`src/rtl/apb_requester.sv`:
```
// APB requester: turns single-word commands into APB SETUP/ACCESS transfers
// and reports read data, slave error and timeout on a pulsed response port.
module apb_requester #(
    parameter int ADDR_W         = 32,
    parameter int DATA_W         = 32,
    parameter int TIMEOUT_CYCLES = 16
) (
    input  logic              PCLK,
    input  logic              PRESETn,
    input  logic              CMD_VALID,
    output logic              CMD_READY,
    input  logic              CMD_WRITE,
    input  logic [ADDR_W-1:0] CMD_ADDR,
    input  logic [DATA_W-1:0] CMD_WDATA,
    output logic              RSP_VALID,
    output logic [DATA_W-1:0] RSP_RDATA,
    output logic              RSP_ERROR,
    output logic              RSP_TIMEOUT,
    output logic              PSELx,
    output logic              PENABLE,
    output logic              PWRITE,
    output logic [ADDR_W-1:0] PADDR,
    output logic [DATA_W-1:0] PWDATA,
    input  logic [DATA_W-1:0] PRDATA,
    input  logic              PREADY,
    input  logic              PSLVERR
);

    localparam int CNT_W = (TIMEOUT_CYCLES > 0) ? $clog2(TIMEOUT_CYCLES + 1) : 1;
    localparam bit TO_EN = (TIMEOUT_CYCLES > 0);
    localparam logic [CNT_W-1:0] CNT_ZERO = {CNT_W{1'b0}};
    localparam logic [CNT_W-1:0] CNT_ONE  = CNT_W'(1);
    localparam logic [CNT_W-1:0] CNT_MAX  = {CNT_W{1'b1}};
    localparam logic [CNT_W-1:0] CNT_LAST = TO_EN ? CNT_W'(TIMEOUT_CYCLES - 1) : CNT_ZERO;

    localparam logic [1:0] ST_IDLE   = 2'd0;
    localparam logic [1:0] ST_SETUP  = 2'd1;
    localparam logic [1:0] ST_ACCESS = 2'd2;

    logic [1:0]        state_r,       state_s;
    logic              psel_r,        psel_s;
    logic              penable_r,     penable_s;
    logic              pwrite_r,      pwrite_s;
    logic [ADDR_W-1:0] paddr_r,       paddr_s;
    logic [DATA_W-1:0] pwdata_r,      pwdata_s;
    logic              rsp_valid_r,   rsp_valid_s;
    logic [DATA_W-1:0] rsp_rdata_r,   rsp_rdata_s;
    logic              rsp_error_r,   rsp_error_s;
    logic              rsp_timeout_r, rsp_timeout_s;
    logic [CNT_W-1:0]  wait_cnt_r,    wait_cnt_s;
    logic              timeout_hit_s;
    logic [CNT_W-1:0]  wait_inc_s;

    // Timeout fires on the last allowed ACCESS cycle; a disabled timeout never fires.
    always_comb begin
        if (TO_EN && (wait_cnt_r == CNT_LAST)) begin
            timeout_hit_s = 1'b1;
        end else begin
            timeout_hit_s = 1'b0;
        end
    end

    // Saturating increment of the ACCESS wait counter.
    always_comb begin
        if (wait_cnt_r == CNT_MAX) begin
            wait_inc_s = wait_cnt_r;
        end else begin
            wait_inc_s = wait_cnt_r + CNT_ONE;
        end
    end

    // Next-state and next-output logic for the IDLE/SETUP/ACCESS sequencer.
    always_comb begin
        state_s       = state_r;
        psel_s        = psel_r;
        penable_s     = penable_r;
        pwrite_s      = pwrite_r;
        paddr_s       = paddr_r;
        pwdata_s      = pwdata_r;
        rsp_valid_s   = 1'b0;
        rsp_rdata_s   = rsp_rdata_r;
        rsp_error_s   = rsp_error_r;
        rsp_timeout_s = rsp_timeout_r;
        wait_cnt_s    = wait_cnt_r;

        case (state_r)
            ST_IDLE: begin
                if (CMD_VALID) begin
                    pwrite_s = CMD_WRITE;
                    paddr_s  = CMD_ADDR;
                    pwdata_s = CMD_WDATA;
                    psel_s   = 1'b1;
                    state_s  = ST_SETUP;
                end else begin
                    state_s  = ST_IDLE;
                end
            end
            ST_SETUP: begin
                penable_s  = 1'b1;
                wait_cnt_s = CNT_ZERO;
                state_s    = ST_ACCESS;
            end
            ST_ACCESS: begin
                // Completion wins over a timeout landing on the same edge.
                if (PREADY) begin
                    rsp_valid_s   = 1'b1;
                    rsp_rdata_s   = pwrite_r ? {DATA_W{1'b0}} : PRDATA;
                    rsp_error_s   = PSLVERR;
                    rsp_timeout_s = 1'b0;
                    psel_s        = 1'b0;
                    penable_s     = 1'b0;
                    state_s       = ST_IDLE;
                end else if (timeout_hit_s) begin
                    rsp_valid_s   = 1'b1;
                    rsp_rdata_s   = {DATA_W{1'b0}};
                    rsp_error_s   = 1'b1;
                    rsp_timeout_s = 1'b1;
                    psel_s        = 1'b0;
                    penable_s     = 1'b0;
                    state_s       = ST_IDLE;
                end else begin
                    wait_cnt_s    = wait_inc_s;
                end
            end
            default: begin
                psel_s    = 1'b0;
                penable_s = 1'b0;
                state_s   = ST_IDLE;
            end
        endcase
    end

    // State and output registers with synchronous active-low reset.
    always_ff @(posedge PCLK) begin
        if (!PRESETn) begin
            state_r       <= ST_IDLE;
            psel_r        <= 1'b0;
            penable_r     <= 1'b0;
            pwrite_r      <= 1'b0;
            paddr_r       <= {ADDR_W{1'b0}};
            pwdata_r      <= {DATA_W{1'b0}};
            rsp_valid_r   <= 1'b0;
            rsp_rdata_r   <= {DATA_W{1'b0}};
            rsp_error_r   <= 1'b0;
            rsp_timeout_r <= 1'b0;
            wait_cnt_r    <= CNT_ZERO;
        end else begin
            state_r       <= state_s;
            psel_r        <= psel_s;
            penable_r     <= penable_s;
            pwrite_r      <= pwrite_s;
            paddr_r       <= paddr_s;
            pwdata_r      <= pwdata_s;
            rsp_valid_r   <= rsp_valid_s;
            rsp_rdata_r   <= rsp_rdata_s;
            rsp_error_r   <= rsp_error_s;
            rsp_timeout_r <= rsp_timeout_s;
            wait_cnt_r    <= wait_cnt_s;
        end
    end

    assign CMD_READY   = (state_r == ST_IDLE);
    assign PSELx       = psel_r;
    assign PENABLE     = penable_r;
    assign PWRITE      = pwrite_r;
    assign PADDR       = paddr_r;
    assign PWDATA      = pwdata_r;
    assign RSP_VALID   = rsp_valid_r;
    assign RSP_RDATA   = rsp_rdata_r;
    assign RSP_ERROR   = rsp_error_r;
    assign RSP_TIMEOUT = rsp_timeout_r;

endmodule

```
`config.mk`:
```
export PLATFORM = sky130hd
export DESIGN_NAME = apb_requester
export DESIGN_NICKNAME = d
export VERILOG_FILES = /design/src/rtl/apb_requester.sv
export SDC_FILE = /design/constraint.sdc
export NUM_CORES = 1
export LEC_CHECK = 0
export ABC_AREA = 1
export BUFFER_PORTS_ARGS = -buffer_cell sky130_fd_sc_hd__clkbuf_2
export CORE_ASPECT_RATIO = 1.5
export CORE_UTILIZATION = 40
export CTS_BUF_LIST = sky130_fd_sc_hd__clkbuf_2
export DETAILED_ROUTE_END_ITERATION = 12
export GPL_TIMING_DRIVEN = 0
export PLACE_DENSITY = 0.8
export SLEW_MARGIN = 40
export SYNTH_ARGS = -nofsm -noshare
export SYNTH_HDL_FRONTEND = slang
export SYNTH_SLANG_ARGS = --single-unit
export TNS_END_PERCENT = 20
```
`constraint.sdc`:
```
create_clock -name PCLK -period 3 [get_ports PCLK]
set_input_delay 0.6 -clock PCLK [delete_from_list [all_inputs] [get_ports PCLK]]
set_output_delay 0.6 -clock PCLK [all_outputs]
set_load 0.02 [all_outputs]
```
# --- After elaboration in Yosys (flattened, before gate mapping) ---
# Index checks and enable logic that the tools add are counted.
op_classes:
  add_sub_neg: 1
  n_eq_ne: 9
  muxes: 22
  bitwise: 2
  n_reduce_logical: 9
op_table:
  columns: ["operator", "count"]
  rows:
  - ["32-bit 2-to-1 mux", 3]
  - ["5-bit 2-to-1 mux", 3]
  - ["1-bit 2-to-1 mux", 10]
  - ["5-bit one-hot mux with 2 select lines", 1]
  - ["2-bit != test (second input constant)", 4]
  - ["2-bit AND reduction", 4]
  - ["1-bit one-hot mux with 3 select lines", 2]
  - ["2-bit one-hot mux with 3 select lines", 1]
  - ["5-bit by 1-bit adder with 5-bit output (second input constant)", 1]
  - ["5-bit by 4-bit == test with 1-bit output (second input constant)", 1]
  - ["5-bit == test (second input constant)", 1]
  - ["2-bit 2-to-1 mux", 2]
  - ["4-bit AND reduction", 1]
  - ["2-bit nonzero test", 2]
  - ["3-bit != test (second input constant)", 1]
  - ["3-bit AND reduction", 1]
  - ["2-bit by 1-bit == test with 1-bit output (second input constant)", 1]
  - ["2-bit == test (second input constant)", 1]
  - ["2-bit logical NOT", 1]
  - ["1-bit inverter", 2]
totals:
  reg_bits: 109
  output_inout_bits: 103
  word_cells: 54

# --- Depth between registers and ports, before layout ---
# Gate-level depths: netlist (run 1).
depth:
  depth_word: 5
  mapped_depth: 10
  depth_no_buf: 10

# --- Worst setup path before layout (run 1) ---
# Ideal clock, no wire load.
synth_timing:
  path_kind: "flip-flop to flip-flop"
  from: "reg wait_cnt_r[0]"
  to: "reg rsp_rdata_r[10] (netlist: RSP_RDATA[10])"
  arrival_time_ps: 1418
  required_time_ps: 2868
  slack_ps: 1450
  path_stages_with_launch: 11
  n_path_buf: 1
  synth_period_minus_slack_ps: 1550
  cell_sequence: "dfxtp_1 ha_1 nand2_1 nor2_1 ha_1 nor2_1 nor2_1 inv_2 buf_4 nand2_1 a21oi_1"
synth_via:
  elab_chain_len: 4
synth_rtl:
  columns: ["item", "line_no", "rtl"]
  rows:
  - ["from (decl)", "50", "logic [CNT_W-1:0] wait_cnt_r, wait_cnt_s;"]
  - ["from (signal assigned)", "158", "wait_cnt_r <= wait_cnt_s;"]
  - ["5-bit by 4-bit == test with 1-bit output", "56", "if (TO_EN && (wait_cnt_r == CNT_LAST)) begin"]
  - ["1-bit 2-to-1 mux", "56", null]
  - ["2-bit nonzero test (no line)", null, null]
  - ["2-bit AND reduction (no line)", null, null]
  - ["to (signal assigned)", "143", "rsp_rdata_r <= {DATA_W{1'b0}};"]
  - ["to (signal assigned)", "155", "rsp_rdata_r <= rsp_rdata_s;"]
  - ["to (decl)", "47", "logic [DATA_W-1:0] rsp_rdata_r, rsp_rdata_s;"]
# Every way passes these cells.
# A chain may end at the register's enable or synchronous reset.

# --- Final worst setup path (run 1) ---
layout_timing:
  from: "reg state_r[1]"
  to: "out CMD_READY"
layout_via:
  elab_chain_len: 1
layout_rtl:
  columns: ["item", "line_no", "rtl"]
  rows:
  - ["from (decl)", "40", "logic [1:0] state_r, state_s;"]
  - ["from (signal assigned)", "148", "state_r <= state_s;"]
  - ["2-bit logical NOT", "162", "assign CMD_READY = (state_r == ST_IDLE);"]
  - ["to (decl)", "11", "output logic CMD_READY,"]
# Every way passes these cells.

==> run metrics, run 1 <==
outcome=completed; cts bufs inserted=9; Startpoint Class=flop; DR pass1 iterations=4; post-route ant nets=0; max-capacitance violation count=0; Ant. Diodes=0; Layout Utilization=a little over half; first-pass GRT wire length=16000 microns; Final Slew Violations=0; crit path DAT=1.35 ns; sequential share of the synthesized area=54.8%; CP cell instances=nor2_2 -> clkbuf_2; Fillers=roughly 960; largest net degree at the start of global routing=19; worst-case clock buffer depth=2; Total Nets Final=~800; Crit. End Element=output pin; Slew @ Worst Pin=around 0.45 ns; Root Driver=clkbuf_2; period utilization=64.9%; PD cells=521 mW/mm^2; Critical-path top delay cell=dfxtp_1; final WL=10200 microns; P_leak=~2.5 nW; endpoints failing hold=0; Post-CTS Resized=0; Hold Startpoint=PRDATA[30]; Post-Syn Area=roughly 0.004 sq mm; Critical Path Fanout Max=4; worst skew pair latency=0.57 ns; Hold/Removal Path Class=in -> reg; syn nets=605; Critical Path Max Stage Delay=0.44 ns; GP Congestion=0.800; Cells after Synth=500; vias per cell=approximately 4.8; R2R Setup Slk=1.21 ns; DP Area=just over 0.005 sq mm; Reg2Reg Capture Point=RSP_RDATA[15]$_SDFFE_PN0P_; clk sinks=109; Cells after DPL=~800; Post-DP HPWL=just over 8000 microns; Post-CTS Setup Inserts=0; TritonCTS clock tree=built; fin crit period=about 1.9 ns; Seq cells post-synth=between 100 and 150; Reg area=0.00218 sq mm; critical path class=reg -> out; Die ar.=between 0.01 and 0.015 sq mm; initial antenna violation count=0; htree depth=3; Finish-stage setup viols=0; setup tns final=0 ns; Primary FF master, synth=dfxtp_1; Hold Path Cell Cnt=3; hold-fix buffers at CTS=0; number of flops mapped to enable cells by yosys=0; num ports=approximately 210; total gr overflow=0; RSZ-0062 raised after global routing=false; die height=approximately 120 microns; Synth Warn #=0; hold path endpoint=RSP_RDATA[30]$_SDFFE_PN0P_; worst vdd ir=just under 0.3 mV; Rows=44; Overall Power=2.73 mW; share of cells above drive strength 1=35.6%; synth unique cells=25; residual DRC count=0; area grow syn2layout=31.6%; Max-slew headroom=a little over two thirds; via count=3980; Layout Cells excl Fill=between 800 and 900; clk_skew=around 0.028 ns; WP data required=2.40 ns; Multi-input gate area=between 0.0015 and 0.002 sq mm; R2R cell count=10; die width=about 83 microns; Total GRT Usage=approximately 19%; Reg2Reg Launch Point=wait_cnt_r[0]$_SDFFE_PN0P_; design area=approximately 0.0052 sq mm; asr flop ratio synth=0%; DR WL/cell=around 12 microns; clk slew on worst S/H paths=a little under 0.3 ns; Placeable Area=0.00969 sq mm; vias in the first global route=about 3700; Mapped Avg Cell Area=7.96 sq um; IO Port Bufs=between 200 and 250; Initial Util=around two fifths; fmax=just over 500 MHz; DR iter-0 viols=around 110
-- flip-flops by register name, summed over array words and instances (netlist names) --
name / cells
PADDR: 32
PWDATA: 32
RSP_RDATA: 32
wait_cnt_r: 5
state_r: 2
PENABLE: 1
PSELx: 1
PWRITE: 1
RSP_ERROR: 1
RSP_TIMEOUT: 1
RSP_VALID: 1
-- layout make-up --
type | count | area share [%]
inverter | 12 | 0.860
timing repair buffer | 204 | 19.5
clock buffer | 9 | 0.860
buffer | 31 | 3.96
sequential | 109 | 41.7
clock inverter | 6 | 0.931
multi-input combinational | 348 | 29.5
tap | 115 | 2.75
-- where the power goes --
| group | total, mW | switching, mW | internal [mW] | leakage (nW) |
|---|---|---|---|---|
| Sequential | 1.60 | 0.0563 | 1.55 | 0.895 |
| Combinational | 0.526 | 0.326 | 0.200 | 1.55 |
| Clock | 0.599 | 0.486 | 0.114 | 0.0563 |
| Total | 2.73 | 0.868 | 1.86 | 2.50 |
-- cell usage after synthesis (3+ instances only) --
| cell | n | area (sq um) |
|---|---|---|
| o21ai_0 | 64 | 320 |
| inv_1 | 9 | 33.8 |
| o21ai_1 | 4 | 20.0 |
| inv_2 | 3 | 11.3 |
| buf_4 | 3 | 22.5 |
| nor2_2 | 11 | 68.8 |
| nand3_1 | 5 | 25.0 |
| clkbuf_2 | 3 | 15.0 |
| nand2_1 | 77 | 289 |
| dfxtp_1 | 109 | 2180 |
| a21oi_1 | 38 | 190 |
| ha_1 | 3 | 37.5 |
| nor2_1 | 136 | 510 |
| buf_6 | 10 | 113 |
| clkbuf_1 | 13 | 48.8 |
-- logic make-up (layout without fill, tap and decap cells) --
| group | Yosys count | after routing | synth area share (%) |
|---|---|---|---|
| flops | 109 | 109 | 54.8 |
| simple gates | 236 | 236 | 24.0 |
| fa+ha+maj | 3 | 3 | 0.943 |
| buf+inv | 43 | 262 | 6.35 |
| compound gates | 109 | 109 | 13.9 |
-- routing by layer --
metal  global-route usage [%]  part of all wire [%]  up-vias  wire length [microns]
li1                         -                     -     2021                      -
met1                     18.6                    38     1781                   3860
met2                     36.9                    51      159                   5210
met3                     7.29                   8.7       19                    883
met4                     9.00                   2.4        0                    246
met5                        0                     0        -                      0
-- stage by stage --
step,setup WS [ns],hold slack (ns)
2_1_floorplan,1.45,0.477
3_3_place_gp,1.17,0.449
3_5_place_dp,1.12,0.452
4_1_cts,0.970,0.139
5_1_grt,0.910,0.101
6_report,1.05,0.209
-- cell usage in the layout (no fill, tap or decap), types with 5 or more instances in the layout --
cell type,instances
inv_1,9
nand2_1,77
nor2_1,136
a21oi_1,38
nor2_2,11
dfxtp_1,109
buf_6,10
o21ai_0,64
clkbuf_1,13
nand3_1,5
clkbuf_2,216
-- worst max path at each step --
stage	to	cells past startpoint	from	slack [ns]
4_1_cts	CMD_READY	2	state_r[1]$_SDFFE_PN0P_	0.97
2_1_floorplan	RSP_RDATA[10]$_SDFFE_PN0P_	10	wait_cnt_r[0]$_SDFFE_PN0P_	1.45
5_1_grt	CMD_READY	2	state_r[1]$_SDFFE_PN0P_	0.91
6_report	CMD_READY	2	state_r[1]$_SDFFE_PN0P_	1.05
3_3_place_gp	PADDR[25]$_SDFFE_PN0P_	5	PRESETn	1.17
3_5_place_dp	PADDR[25]$_SDFFE_PN0P_	5	PRESETn	1.12
-- worst max-delay path, delay by kind of cell (launching register included) --
family | cells | cell delay (ns)
flip-flops | 1 | 0.44
buffers and inverters | 1 | 0.19
AND/OR/NAND/NOR | 1 | 0.17
Power figures use the tool's default switching activity.
==> run 2: changes to the inputs <==
ABC_AREA = 0   (was 1)
clock period = 2 ns   (was 3 ns; I/O delays follow)
==> run 2 against run 1 <==
Final area is 19% higher. Routed wire length increased by 28%. Sequential cell count did not move. Die area shrank 0.31%. Combinational power rose by 55%. Area after synthesis fell by 0.31%. First-iteration DRC count up 74%. Setup slack worse by 1.0 ns. Register-to-register slack worse by 1.2 ns. Sequential share of layout area down 6.6 points. Total power increased by 57%. Global-route usage increased by 4.7 points.
==> run metrics, run 2 <==
Layout Cells excl Fill=slightly above 900; DP Worst Slack=-0.186 ns; share of cells above drive strength 1=30.5%; Mapped Avg Cell Area=~8.1 sq um; Die ar.=between 0.01 and 0.015 sq mm; vias per cell=around 5.0; Final Slew Violations=0; area grow syn2layout=57.0%; cts bufs inserted=9; Crit. End Element=flop; final WL=around 13000 microns; via count=between 4000 and 5000; outcome=completed; worst skew pair latency=about 0.57 ns; synth unique cells=36; clk slew on worst S/H paths=between 0.2 and 0.3 ns; worst-case clock buffer depth=2; Cells after Synth=just under 500; RSZ-0062 raised after global routing=true; WP data required=~2.5 ns; fin crit period=1.96 ns; first-pass GRT wire length=20100 microns; largest net degree at the start of global routing=18; Placeable Area=~0.0096 sq mm; Layout Utilization=64.7%; Rows=44; Total GRT Usage=roughly a quarter; fmax=511 MHz; most frequent cells in the layout=clkbuf_2 (215), nand2_1 (166), dfxtp_1 (107); post-route ant nets=0; Reg2Reg Capture Point=wait_cnt_r[2]$_SDFFE_PN0P_; Synth Warn #=0; Critical-path top delay cell=or4_4; endpoints failing hold=0; P_leak=2.80 nW; Initial Util=between 40% and 50%; Cells after DPL=810; most frequent cell after synthesis=nand2_1; commonest non-fill, non-tap cell in the layout=clkbuf_2; Overall Power=between 4 and 5 mW; top cells by count, synth=nand2_1 (166), dfxtp_1 (109), a21oi_1 (98); worst vdd ir=0.401 mV; TritonCTS clock tree=built; num ports=205; vias in the first global route=approximately 4600; CP cell instances=ha_2 -> and3_4 -> ha_4 -> or3_4 -> or4_4 -> a31oi_1; Hold/Removal Path Class=in -> reg; clk_skew=roughly 0.024 ns; period utilization=slightly below 100%; Hold Startpoint=PRDATA[31]; Critical Path Fanout Max=5; DR iter-0 viols=about 180; Fillers=808; IO Port Bufs=203; Seq cells post-synth=roughly 110; Total Nets Final=about 900; Critical Path Max Stage Delay=0.43 ns; max-capacitance violation count=0; sequential share of the synthesized area=55.0%; Finish-stage setup viols=0; leading area contributor after synthesis=dfxtp_1; DR WL/cell=14.2 microns; Primary FF master, synth=dfxtp_1; htree depth=3; GP Congestion=about 0.80; initial antenna violation count=1; Yosys top cell area share=a little over half; Startpoint Class=flop; critical path class=reg -> reg; Post-Syn Area=slightly below 0.004 sq mm; R2R Setup Slk=0.04 ns; syn nets=between 500 and 600; asr flop ratio synth=0%; Slew @ Worst Pin=between 0.5 and 0.6 ns; die width=83.3 microns; residual DRC count=0; die height=124 microns; Reg2Reg Launch Point=wait_cnt_r[0]$_SDFFE_PN0P_; DR pass1 iterations=4; crit path DAT=about 2.5 ns; Post-DP HPWL=between 8000 and 9000 microns; crit path to=wait_cnt_r[2]$_SDFFE_PN0P_; clk sinks=~110; R2R cell count=6; final worst-path setup slack=between 0.04 and 0.05 ns; Max-slew headroom=between 60% and 70%; PD cells=between 600 and 700 mW/mm^2; total gr overflow=0; crit path from=wait_cnt_r[0]$_SDFFE_PN0P_; top cells by area, synth=dfxtp_1 (55%), nand2_1 (16%), a21oi_1 (12%); Root Driver=clkbuf_2; number of flops mapped to enable cells by yosys=0
-- run 2: cell types whose count changed in the layout (fill, tap and decap cells not counted), sizes merged, moves of 4 or more --
cell	change
inv	-9
nor2	-142
nand3	-4
nand2	+86
clkbuf	+10
o21ai	-35
dlygate4sd3	+91
a21oi	+59
-- run 2: final cells by class --
| cell class | count | area (sq um) | share of cell area (%) |
|---|---|---|---|
| clock buffers | 11 | 55.1 | 0.884 |
| diodes | 1 | 2.50 | 0.0402 |
| repair buffers | 296 | 1940 | 31.2 |
| flip-flops and latches | 109 | 2180 | 35.1 |
| inverters | 5 | 18.8 | 0.301 |
| plain buffers | 39 | 169 | 2.71 |
| well taps | 115 | 144 | 2.31 |
| clock inverters | 5 | 85.1 | 1.37 |
| multi-input cells | 339 | 1630 | 26.2 |
-- run 2: worst min-delay path by stage --
| stage | end | slack, ns | depth (start not counted) |
|---|---|---|---|
| after detailed placement | PADDR[20]$_SDFFE_PN0P_ | 0.45 | 2 |
| after floorplan | wait_cnt_r[1]$_SDFFE_PN0P_ | 0.47 | 2 |
| after global routing | RSP_RDATA[31]$_SDFFE_PN0P_ | 0.005 | 3 |
| final | RSP_RDATA[31]$_SDFFE_PN0P_ | 0.05 | 3 |
| after global placement | PWDATA[18]$_SDFFE_PN0P_ | 0.44 | 2 |
| after CTS | RSP_RDATA[4]$_SDFFE_PN0P_ | 0.0006 | 3 |
-- run 2: metal layers --
metal / up-vias / global-route usage (%) / part of all wire [%]
met5: - / 0 / 0
met4: 0 / 15.8 / 5.5
met1: 2097 / 24.8 / 38
met3: 58 / 4.51 / 5.0
met2: 174 / 45.0 / 52
li1: 2249 / - / -
-- run 2: kinds of logic after synthesis --
| group | share of synthesized area (%) |
|---|---|
| and+or+nand+nor | 19.2 |
| AOI/OAI and AO/OA | 19.6 |
| DFF | 55.0 |
| buffers and inverters | 4.70 |
| adders and majority gates | 0.946 |
| muxes | 0.505 |
-- run 2: power by group --
group	leakage [nW]	switching, mW	internal [mW]
combinational	1.83	0.461	0.352
sequential	0.891	0.0579	2.28
clock	0.0823	0.701	0.428
-- run 2: repair_timing --
action / 4_1_cts / 5_1_grt
resized for setup: 7 / 5
hold buffers: 86 / 5
endpoints found under the setup margin: 35 / 23
buffers inserted: 2 / 0
endpoints found under the hold margin: 86 / 5
pin swaps: 2 / 1
-- run 2: per-stage QoR --
step | TNS, ns | area [sq um] | hold WS (ns)
floorplan | 0 | 3970 | 0.472
global placement | -2.83 | 5130 | 0.441
detailed placement | -4.14 | 5130 | 0.446
CTS | 0 | 6170 | 0.000611
global route | -0.0311 | 6230 | 0.00461
finish | 0 | 6230 | 0.0471
-- run 2: critical path, delay by kind of cell, from the launching register on --
| family | cells | cell delay (ns) |
|---|---|---|
| AND/OR/NAND/NOR | 3 | 1.02 |
| adder cells (fa/ha/maj) | 2 | 0.36 |
| AO/OA/AOI/OAI | 1 | 0.16 |
| flip-flops | 1 | 0.40 |
==> run 3: changes to the inputs <==
CORE_UTILIZATION = 35   (was 40)
PLACE_DENSITY = 0.72   (was 0.8)
SKIP_LAST_GASP = 1   (was unset)
==> run 3 against run 2 <==
Setup slack worse by 0.041 ns. First-iteration DRC count fell by 16%. Non-clock buffer count rose by 6. Hold slack improved by 0.15 ns. Sequential power barely moved. Clock power is essentially flat. Sequential share of layout area is 0.36 points lower. Critical path depth did not move. Combinational power increased by 1%. Via count up 1.1%. Utilization down 7.7 points. The flow now finishes with violations (negative setup slack). Register-to-register slack worse by 0.04 ns.
==> run metrics, run 3 (synthesis results as in run 2) <==
DR pass1 iterations=4; Hold Path Cell Cnt=2; Initial Util=35.9%; critical path class=reg -> reg; Total Nets Final=910; max-capacitance violation count=0; Finish-stage setup viols=1; RSZ-0062 raised after global routing=true; WP data required=roughly 2.5 ns; DR WL/cell=between 10 and 15 microns; worst skew pair latency=0.58 ns; met1 GRT Util=between 20 and 25%; Placeable Area=around 0.011 sq mm; Fillers=about 1000; endpoints failing hold=0; M3 GR Usage=5.32%; residual DRC count=0; htree depth=3; Multi-input gate area=0.00161 sq mm; first-pass GRT wire length=approximately 20000 microns; die height=132 microns; total gr overflow=0; setup tns final=-0.0000850 ns; worst-case clock buffer depth=2; P_leak=around 2.8 nW; M2 GR Usage=about two fifths; grt peak-use layer=met2; Final Slew Violations=0; GP Congestion=0.789; largest net degree at the start of global routing=17; Hold Startpoint=PRESETn; Hold/Removal Path Class=in -> reg; outcome=finished, violations left; vias per cell=a little under 5; final WL=13200 microns; share of cells above drive strength 1=29.2%; Post-DP HPWL=between 8000 and 9000 microns; initial antenna violation count=1; commonest non-fill, non-tap cell in the layout=clkbuf_2; cts bufs inserted=9; IO Port Bufs=slightly above 200; Reg2Reg Capture Point=wait_cnt_r[2]$_SDFFE_PN0P_; via count=around 4600; Root Driver=clkbuf_2; clk slew on worst S/H paths=0.27 ns; failing checks=negative setup slack; num ports=roughly 200; clk_skew=~0.03 ns; Critical Path Fanout Max=7; die width=about 90 microns; DR iter-0 viols=~150; R2R Setup Slk=-0.00009 ns; Total GRT Usage=roughly 22%; Startpoint Class=flop; fin crit period=2.00 ns; Reg area=0.00218 sq mm; final worst-path setup slack=-0.0000850 ns; Die ar.=~0.012 sq mm; crit path DAT=2.52 ns; R2R cell count=6; fmax=between 400 and 500 MHz; Slew @ Worst Pin=approximately 0.63 ns; PD cells=just under 700 mW/mm^2; vias in the first global route=4632; hold path endpoint=RSP_ERROR$_SDFFE_PN0P_; DP Worst Slack=-0.145 ns; TritonCTS clock tree=built; Crit. End Element=flop; clk sinks=between 100 and 150; Max-slew headroom=about 58%; area grow syn2layout=58.7%; period utilization=100%; Reg2Reg Launch Point=wait_cnt_r[1]$_SDFFE_PN0P_; Rows=between 40 and 50; most frequent cells in the layout=clkbuf_2 (213), nand2_1 (166), dfxtp_1 (107); worst vdd ir=approximately 0.42 mV; post-route ant nets=0
[run 3: routing by layer]
| layer | vias up | share of wire, % | wire length (microns) |
|---|---|---|---|
| met1 | 2116 | 38 | 4980 |
| met5 | - | 0 | 0 |
| met2 | 201 | 52 | 6790 |
| met4 | 0 | 4.3 | 567 |
| li1 | 2263 | - | - |
| met3 | 47 | 6.2 | 817 |
[run 3: through the flow]
stage          std cells  hold slack (ns)  cell area [sq um]  util (%)  power, mW
2_1_floorplan        492            0.472               3970         -       2.75
3_3_place_gp         842            0.441               5170      46.7       3.01
3_5_place_dp         842            0.445               5170      46.7       3.03
4_1_cts              952         0.000134               6250      56.6       4.28
5_1_grt              957            0.143               6290      56.9       4.48
6_report             957            0.199               6290      56.9       4.28
[run 3: what timing repair did]
action,CTS,global route
setup endpoints to repair,33,35
hold buffers,94,4
cloned,0,0
endpoints found under the hold margin,94,4
buffers inserted,1,0
gates resized for setup,5,2
[run 3: worst max path at each step]
stage,start,to,slack [ns],cells after the start
floorplan,wait_cnt_r[0]$_SDFFE_PN0P_,wait_cnt_r[2]$_SDFFE_PN0P_,0.09,6
global placement,wait_cnt_r[0]$_SDFFE_PN0P_,RSP_RDATA[3]$_SDFFE_PN0P_,-0.05,7
detailed placement,wait_cnt_r[0]$_SDFFE_PN0P_,RSP_RDATA[10]$_SDFFE_PN0P_,-0.15,7
CTS,state_r[0]$_SDFFE_PN0P_,CMD_READY,0.003,3
global route,wait_cnt_r[0]$_SDFFE_PN0P_,RSP_RDATA[14]$_SDFFE_PN0P_,-0.14,7
finish,wait_cnt_r[1]$_SDFFE_PN0P_,wait_cnt_r[2]$_SDFFE_PN0P_,-0.00009,6
[run 3: area by class of cell]
type                            count  share of cell area [%]
Clock buffer                       10                   0.795
Sequential cell                   109                    34.7
Antenna cell                        1                  0.0398
Inverter                            5                   0.298
Buffer                             39                    2.66
Clock inverter                      5                    1.21
Multi-Input combinational cell    339                    25.5
Tap cell                          147                    2.92
Timing Repair Buffer              302                    31.8
[run 3: where the power goes]
part | total, mW | leakage [nW] | switching [mW] | internal (mW)
clock | 1.11 | 0.0771 | 0.707 | 0.407
sequential | 2.34 | 0.891 | 0.0560 | 2.28
combinational | 0.823 | 1.85 | 0.462 | 0.360
total | 4.28 | 2.82 | 1.23 | 3.05
[run 3: worst max-delay path, stage by stage (launching register included)]
cell,delay [ns]
dfxtp_2,0.40
ha_1,0.19
and3_1,0.21
ha_2,0.22
or3_4,0.36
or4_1,0.41
a31oi_1,0.16
